===== config.mk =====
export PLATFORM = sky130hd
export DESIGN_NAME = rv32i_program_loader
export DESIGN_NICKNAME = d
export VERILOG_FILES = /design/src/rtl/rv32i_pkg.sv /design/src/rtl/rv32i_byte_word_assembler.sv /design/src/rtl/rv32i_program_loader.sv
export SDC_FILE = /design/constraint.sdc
export NUM_CORES = 1
export LEC_CHECK = 0
export ABC_AREA = 1
export CORE_MARGIN = 10
export CORE_UTILIZATION = 56
export CTS_BUF_LIST = sky130_fd_sc_hd__clkbuf_4 sky130_fd_sc_hd__clkbuf_8 sky130_fd_sc_hd__clkbuf_16
export CTS_CLUSTER_SIZE = 24
export DETAILED_ROUTE_END_ITERATION = 10
export PLACE_DENSITY = 0.86
export REMOVE_ABC_BUFFERS = 1
export SETUP_SLACK_MARGIN = 0.2
export SYNTH_ARGS = -nofsm -noshare
export SYNTH_HDL_FRONTEND = slang
export SYNTH_SLANG_ARGS = --single-unit

===== constraint.sdc =====
create_clock -name i_clk -period 2.3 [get_ports i_clk]
set_input_delay 0.23 -clock i_clk [delete_from_list [all_inputs] [get_ports i_clk]]
set_output_delay 0.23 -clock i_clk [all_outputs]
set_load 0.02 [all_outputs]

===== src/rtl/rv32i_pkg.sv =====
// Shared RV32I definitions: program-loader state encoding, header size and the
// instruction-memory write payload.
package rv32i_pkg;

    localparam int unsigned XLEN             = 32;
    localparam int unsigned LOADER_HDR_BYTES = 4;
    localparam int unsigned LOADER_IDX_W     = 16;

    typedef enum logic [2:0] {
        LD_IDLE,
        LD_HEADER,
        LD_DATA,
        LD_WRITE,
        LD_DONE,
        LD_ERROR
    } loader_state_t;

    typedef struct packed {
        logic [XLEN-1:0] addr;
        logic [XLEN-1:0] data;
    } imem_wr_t;

endpackage


===== src/rtl/rv32i_byte_word_assembler.sv =====
// Little-endian byte-to-word assembler: four loads fill a 32-bit word, with the
// completed word visible combinationally on the cycle of the fourth byte.
module rv32i_byte_word_assembler
    import rv32i_pkg::*;
(
    input  logic            i_clk,
    input  logic            i_rst,
    input  logic            i_clear,
    input  logic            i_load,
    input  logic [7:0]      i_byte,
    output logic [XLEN-1:0] o_word_next_c,
    output logic            o_word_complete_c
);

    logic [1:0]      r_cnt;
    logic [XLEN-1:0] r_word;

    // Bytes enter at the top and shift down, so byte k ends up in bits [8k+7:8k].
    assign o_word_next_c     = {i_byte, r_word[XLEN-1:8]};
    assign o_word_complete_c = i_load && (r_cnt == 2'(LOADER_HDR_BYTES - 1));

    always_ff @(posedge i_clk) begin
        if (i_rst || i_clear) begin
            r_cnt  <= 2'd0;
            r_word <= '0;
        end else if (i_load) begin
            r_cnt  <= r_cnt + 2'd1;
            r_word <= o_word_next_c;
        end
    end

endmodule


===== src/rtl/rv32i_program_loader.sv =====
// Byte-stream program loader: reads a word-count header, then writes each
// assembled word into instruction memory while holding the core in reset.
module rv32i_program_loader
    import rv32i_pkg::*;
#(
    parameter logic [31:0] BASE_ADDR  = 32'd0,
    parameter logic [15:0] MAX_WORDS  = 16'd1024,
    parameter logic [15:0] WR_TIMEOUT = 16'd255
) (
    input  logic        i_clk,
    input  logic        i_rst,
    input  logic        i_load_start,
    input  logic        i_byte_valid,
    input  logic [7:0]  i_byte_data,
    output logic        o_byte_ready,
    output logic        o_instruction_wr_en,
    output logic [31:0] o_instruction_wr_addr,
    output logic [31:0] o_instruction_wr_data,
    input  logic        i_instruction_wr_valid,
    output logic        o_core_rst,
    output logic        o_load_busy,
    output logic        o_load_done,
    output logic        o_load_error
);

    localparam logic [31:0] BASE_ALIGNED = {BASE_ADDR[31:2], 2'b00};

    loader_state_t            r_state;
    loader_state_t            w_next;
    logic [LOADER_IDX_W-1:0]  r_idx;
    logic [LOADER_IDX_W-1:0]  r_count;
    logic [LOADER_IDX_W-1:0]  r_to;
    imem_wr_t                 r_wr;
    logic                     r_byte_ready;
    logic                     r_wr_en;
    logic                     r_core_rst;
    logic                     r_busy;
    logic                     r_done;
    logic                     r_error;

    logic                     w_fire;
    logic                     w_asm_load;
    logic                     w_asm_clear;
    logic                     w_word_done;
    logic                     w_wr_ack;
    logic [XLEN-1:0]          w_word_next;

    rv32i_byte_word_assembler u_asm (
        .i_clk             (i_clk),
        .i_rst             (i_rst),
        .i_clear           (w_asm_clear),
        .i_load            (w_asm_load),
        .i_byte            (i_byte_data),
        .o_word_next_c     (w_word_next),
        .o_word_complete_c (w_word_done)
    );

    // o_byte_ready is registered from the next state, so it is high exactly in HEADER/DATA.
    assign w_fire   = i_byte_valid && r_byte_ready;
    assign w_wr_ack = (r_state == LD_WRITE) && i_instruction_wr_valid;

    // Next-state and assembler control.
    always_comb begin
        w_next      = r_state;
        w_asm_load  = 1'b0;
        w_asm_clear = 1'b0;
        case (r_state)
            LD_IDLE, LD_DONE, LD_ERROR: begin
                if (i_load_start) begin
                    w_next      = LD_HEADER;
                    w_asm_clear = 1'b1;
                end
            end
            LD_HEADER: begin
                w_asm_load = w_fire;
                if (w_word_done) begin
                    if ((w_word_next[31:16] != 16'd0) || (w_word_next[15:0] > MAX_WORDS))
                        w_next = LD_ERROR;
                    else if (w_word_next[15:0] == 16'd0)
                        w_next = LD_DONE;
                    else
                        w_next = LD_DATA;
                end
            end
            LD_DATA: begin
                w_asm_load = w_fire;
                if (w_word_done)
                    w_next = LD_WRITE;
            end
            LD_WRITE: begin
                if (w_wr_ack)
                    w_next = ((r_idx + 16'd1) == r_count) ? LD_DONE : LD_DATA;
                else if ((r_to + 16'd1) == WR_TIMEOUT)
                    w_next = LD_ERROR;
            end
            default: w_next = LD_IDLE;
        endcase
    end

    always_ff @(posedge i_clk) begin
        if (i_rst) begin
            r_state      <= LD_IDLE;
            r_idx        <= '0;
            r_count      <= '0;
            r_to         <= '0;
            r_wr         <= '0;
            r_byte_ready <= 1'b0;
            r_wr_en      <= 1'b0;
            r_core_rst   <= 1'b0;
            r_busy       <= 1'b0;
            r_done       <= 1'b0;
            r_error      <= 1'b0;
        end else begin
            r_state      <= w_next;
            r_byte_ready <= (w_next == LD_HEADER) || (w_next == LD_DATA);
            r_wr_en      <= (w_next == LD_WRITE);
            r_busy       <= (w_next == LD_HEADER) || (w_next == LD_DATA) || (w_next == LD_WRITE);
            r_core_rst   <= (w_next != LD_IDLE) && (w_next != LD_DONE);

            if (w_asm_clear) begin
                r_idx   <= '0;
                r_count <= '0;
                r_done  <= 1'b0;
                r_error <= 1'b0;
            end
            if ((w_next == LD_DONE) && (r_state != LD_DONE))
                r_done <= 1'b1;
            if ((w_next == LD_ERROR) && (r_state != LD_ERROR))
                r_error <= 1'b1;

            if ((r_state == LD_HEADER) && w_word_done)
                r_count <= w_word_next[15:0];

            // Address and data latch once on WRITE entry and stay put until the ack.
            if ((r_state == LD_DATA) && w_word_done) begin
                r_wr.addr <= BASE_ALIGNED + (32'(r_idx) << 2);
                r_wr.data <= w_word_next;
                r_to      <= '0;
            end

            if (r_state == LD_WRITE) begin
                if (w_wr_ack) begin
                    r_idx <= r_idx + 16'd1;
                    r_to  <= '0;
                end else begin
                    r_to  <= r_to + 16'd1;
                end
            end
        end
    end

    assign o_byte_ready          = r_byte_ready;
    assign o_instruction_wr_en   = r_wr_en;
    assign o_instruction_wr_addr = r_wr.addr;
    assign o_instruction_wr_data = r_wr.data;
    assign o_core_rst            = r_core_rst;
    assign o_load_busy           = r_busy;
    assign o_load_done           = r_done;
    assign o_load_error          = r_error;

endmodule


==> run metrics <==
status complete, no violations; async set-reset flop share out of synthesis 0%; Clock Skew 0.005235 ns; ys flop type dfxtp_1; DR vias 5,985; worst reg-to-reg path cell count 13; Max VDD drop 559.7 µV; setup_tns 0 ns; commonest non-fill, non-tap cell in the layout nand2_1; Seq cells post-synth 131; Total Nets Final 977; antenna cell count 0; depth of the CTS H-tree 4; total CTS buffers 17; I/O Pins 83; core area 11,370 µm²; Total GRT Usage 19.18%; syn_area_per_cell 7.301 µm²; area of the multi-input gates 3326 µm²; drt pass-1 iters 6; Fill cells 856; CP startpoint kind flop; Lkg Pwr 2.933 nW; Worst-path clk slew 0.06 ns; Initial Utilization 56.89%; Slew Limit Fails 0; vias in the first global route 5,665; min-delay src i_rst; Crit Path Max Fanout 6; layout cells sized above 1 22.10%; Syn Inst Count 886; RePlAce Congestion 0.9628; Die Ht 127.5 µm; register area 2644 µm²; post-synthesis compound-gate area fraction 14.80%; DP Cell Count 1,076; clock sinks 131; Routed Wire Length 16,450 µm; leading cell types in the layout, fill and taps excluded nand2_1 (157), dfxtp_1 (122), inv_1 (98); Die ar. 16,250 µm²; hold path endpoint r_count[15]; Skew-Pair Late Insertion Delay 0.42 ns; number of distinct library cells after synthesis 36; CP required 2.66 ns; flop2flop setup slack 0.24 ns; hold_buf cts 0; DR iter-0 viols 489; Worst Hold Depth 2; Synth Area in XOR/XNOR 1.354%; Seq/Total Area, Yosys 40.54%; RSZ-0062 raised after global routing true; mux share of post-synthesis cell area 0%; Max clock buf depth 2; Synth Area in Simple Gates 31.16%; DR DRC count 0; Crit Path Category flop to flop; CP arrival 2.42 ns; Clock Tree Root clkbuf_16; mean routed wirelength per cell 14.74 µm; fin cells 1,116; CTS tree yes; fin area 8074 µm²; largest family of logic cells by synthesized area simple AND/OR/NAND/NOR gates; largest net degree at the start of global routing 42; Achievable Freq 485.2 MHz; dpl hpwl 10,910 µm; R2R Path Start r_idx[2]; post-synthesis instance area 6469 µm²; reg-to-reg endpoint o_byte_ready; Final Critical Period 2.061 ns; CP Capture Type flop; IO buf count 66; yosys warns 0; Post-synth EDFFs 0; P&R area growth vs syn 24.82%; initial antenna violation count 0; vias per inst 5.363; Hold Fails Final Rpt 0; Post-Synth Adder-Cell Area 0.7737%; num rows 39; GRT Residual Overflow 0; die span in x 127.5 µm; area post-placement 7181 µm²; Final setup viols 0; Tcrit/Tclk final 89.60%; antenna viol nets, final 0; Pwr Density 678.5 nW/µm²; global-route wire length before repair 26,160 µm; Tightest Hold Check Type input port to flop; Max Cap Viol 0
## cells by family (layout without fill, tap and decap cells)
logic type | after synthesis | count (layout)
xor gates and xnor gates | 10 | 10
AOI/OAI and AO/OA | 162 | 162
adders and majority gates | 4 | 4
other | 1 | 16
and+or+nand+nor | 421 | 421
DFF | 131 | 131
buffers and inverters | 157 | 229
## state kept, by name (all words and copies together) (netlist names)
register / flops
o_instruction_wr_data: 32
u_asm.r_word: 24
o_instruction_wr_addr: 16
r_count: 16
r_idx: 16
r_to: 16
r_state: 3
u_asm.r_cnt: 2
o_byte_ready: 1
o_core_rst: 1
o_instruction_wr_en: 1
o_load_busy: 1
o_load_done: 1
o_load_error: 1
## where the power goes
| group | switching [mW] | leakage [nW] | internal [mW] | total [mW] |
|---|---|---|---|---|
| clock | 1.03 | 0.302 | 1.92 | 2.94 |
| sequential | 0.0133 | 1.06 | 2.28 | 2.29 |
| combinational | 0.169 | 1.57 | 0.0722 | 0.241 |
| total | 1.21 | 2.93 | 4.27 | 5.48 |
## how the worst max path moves through the flow
stage | cells past startpoint | startpoint | end
2_1_floorplan | 15 | r_state[1] | o_byte_ready
3_3_place_gp | 18 | r_idx[0] | o_byte_ready
3_5_place_dp | 18 | r_idx[0] | o_byte_ready
4_1_cts | 12 | r_state[0] | o_instruction_wr_data[9]
5_1_grt | 18 | r_idx[1] | o_byte_ready
6_report | 13 | r_idx[2] | o_byte_ready
## per-stage QoR
step / total power, mW / utilization (%) / hold WS [ns] / setup WS, ns
after floorplan: 2.467 / - / 0.2969 / -1.098
after global placement: 2.568 / 63.16 / 0.4484 / 0.2191
after detailed placement: 2.571 / 63.16 / 0.4530 / 0.1616
after CTS: 5.494 / 69.01 / 0.2265 / 0.2086
after global routing: 5.637 / 71.01 / 0.2504 / 0.09022
final: 5.478 / 71.01 / 0.2370 / 0.2391
## worst max-delay path: stages, from the launching register on
cell and delay, ns:
dfxtp_4 0.40, nand3_1 0.18, nor2_2 0.21, nand2_1 0.10, and2_1 0.18, nor2_1 0.11
nor2_1 0.07, nand2_1 0.07, nor2_1 0.04, nand3_1 0.09, nand2_2 0.09, a21oi_2 0.25
nand3_2 0.13, nor2_2 0.08
## layer usage
layer / wire length, µm / global-route usage, % / part of all wire, % / vias to the layer above
met5: 0 / 0 / 0 / -
met4: 445 / 8.038 / 2.7 / 0
met3: 1197 / 5.749 / 7.3 / 40
met2: 8159 / 32.18 / 50 / 233
met1: 6643 / 22.24 / 40 / 2738
li1: - / - / - / 2974
## Yosys cell counts, types with 14 or more instances
library cell  count  area, µm²
a21oi_2          28      245.2
a21oi_1          64      320.3
nand4_1          14      87.58
nand3_1          58      290.3
clkbuf_1         19      71.32
inv_1            99      371.6
buf_4            17      127.6
o21ai_0          36      180.2
nor2_2           59      369.1
dfxtp_1         131       2623
nand2_1         166      623.1
nor2_4           14      157.7
nor2_1           88      330.3
o22ai_1          21      131.4
## repair_timing
action	CTS	global route
pin swaps	2	18
resized for setup	5	51
gates cloned	0	0
buffers inserted	1	7
setup endpoints to repair	4	84
## layout make-up
cell class | count | area share [%]
clock buffers | 21 | 5.873
clock inverters | 11 | 2.170
inverters | 108 | 5.114
multi-input cells | 613 | 41.19
flip-flops and latches | 131 | 32.74
well taps | 143 | 2.216
repair buffers | 89 | 10.69
(Power assumes the default switching activity.)
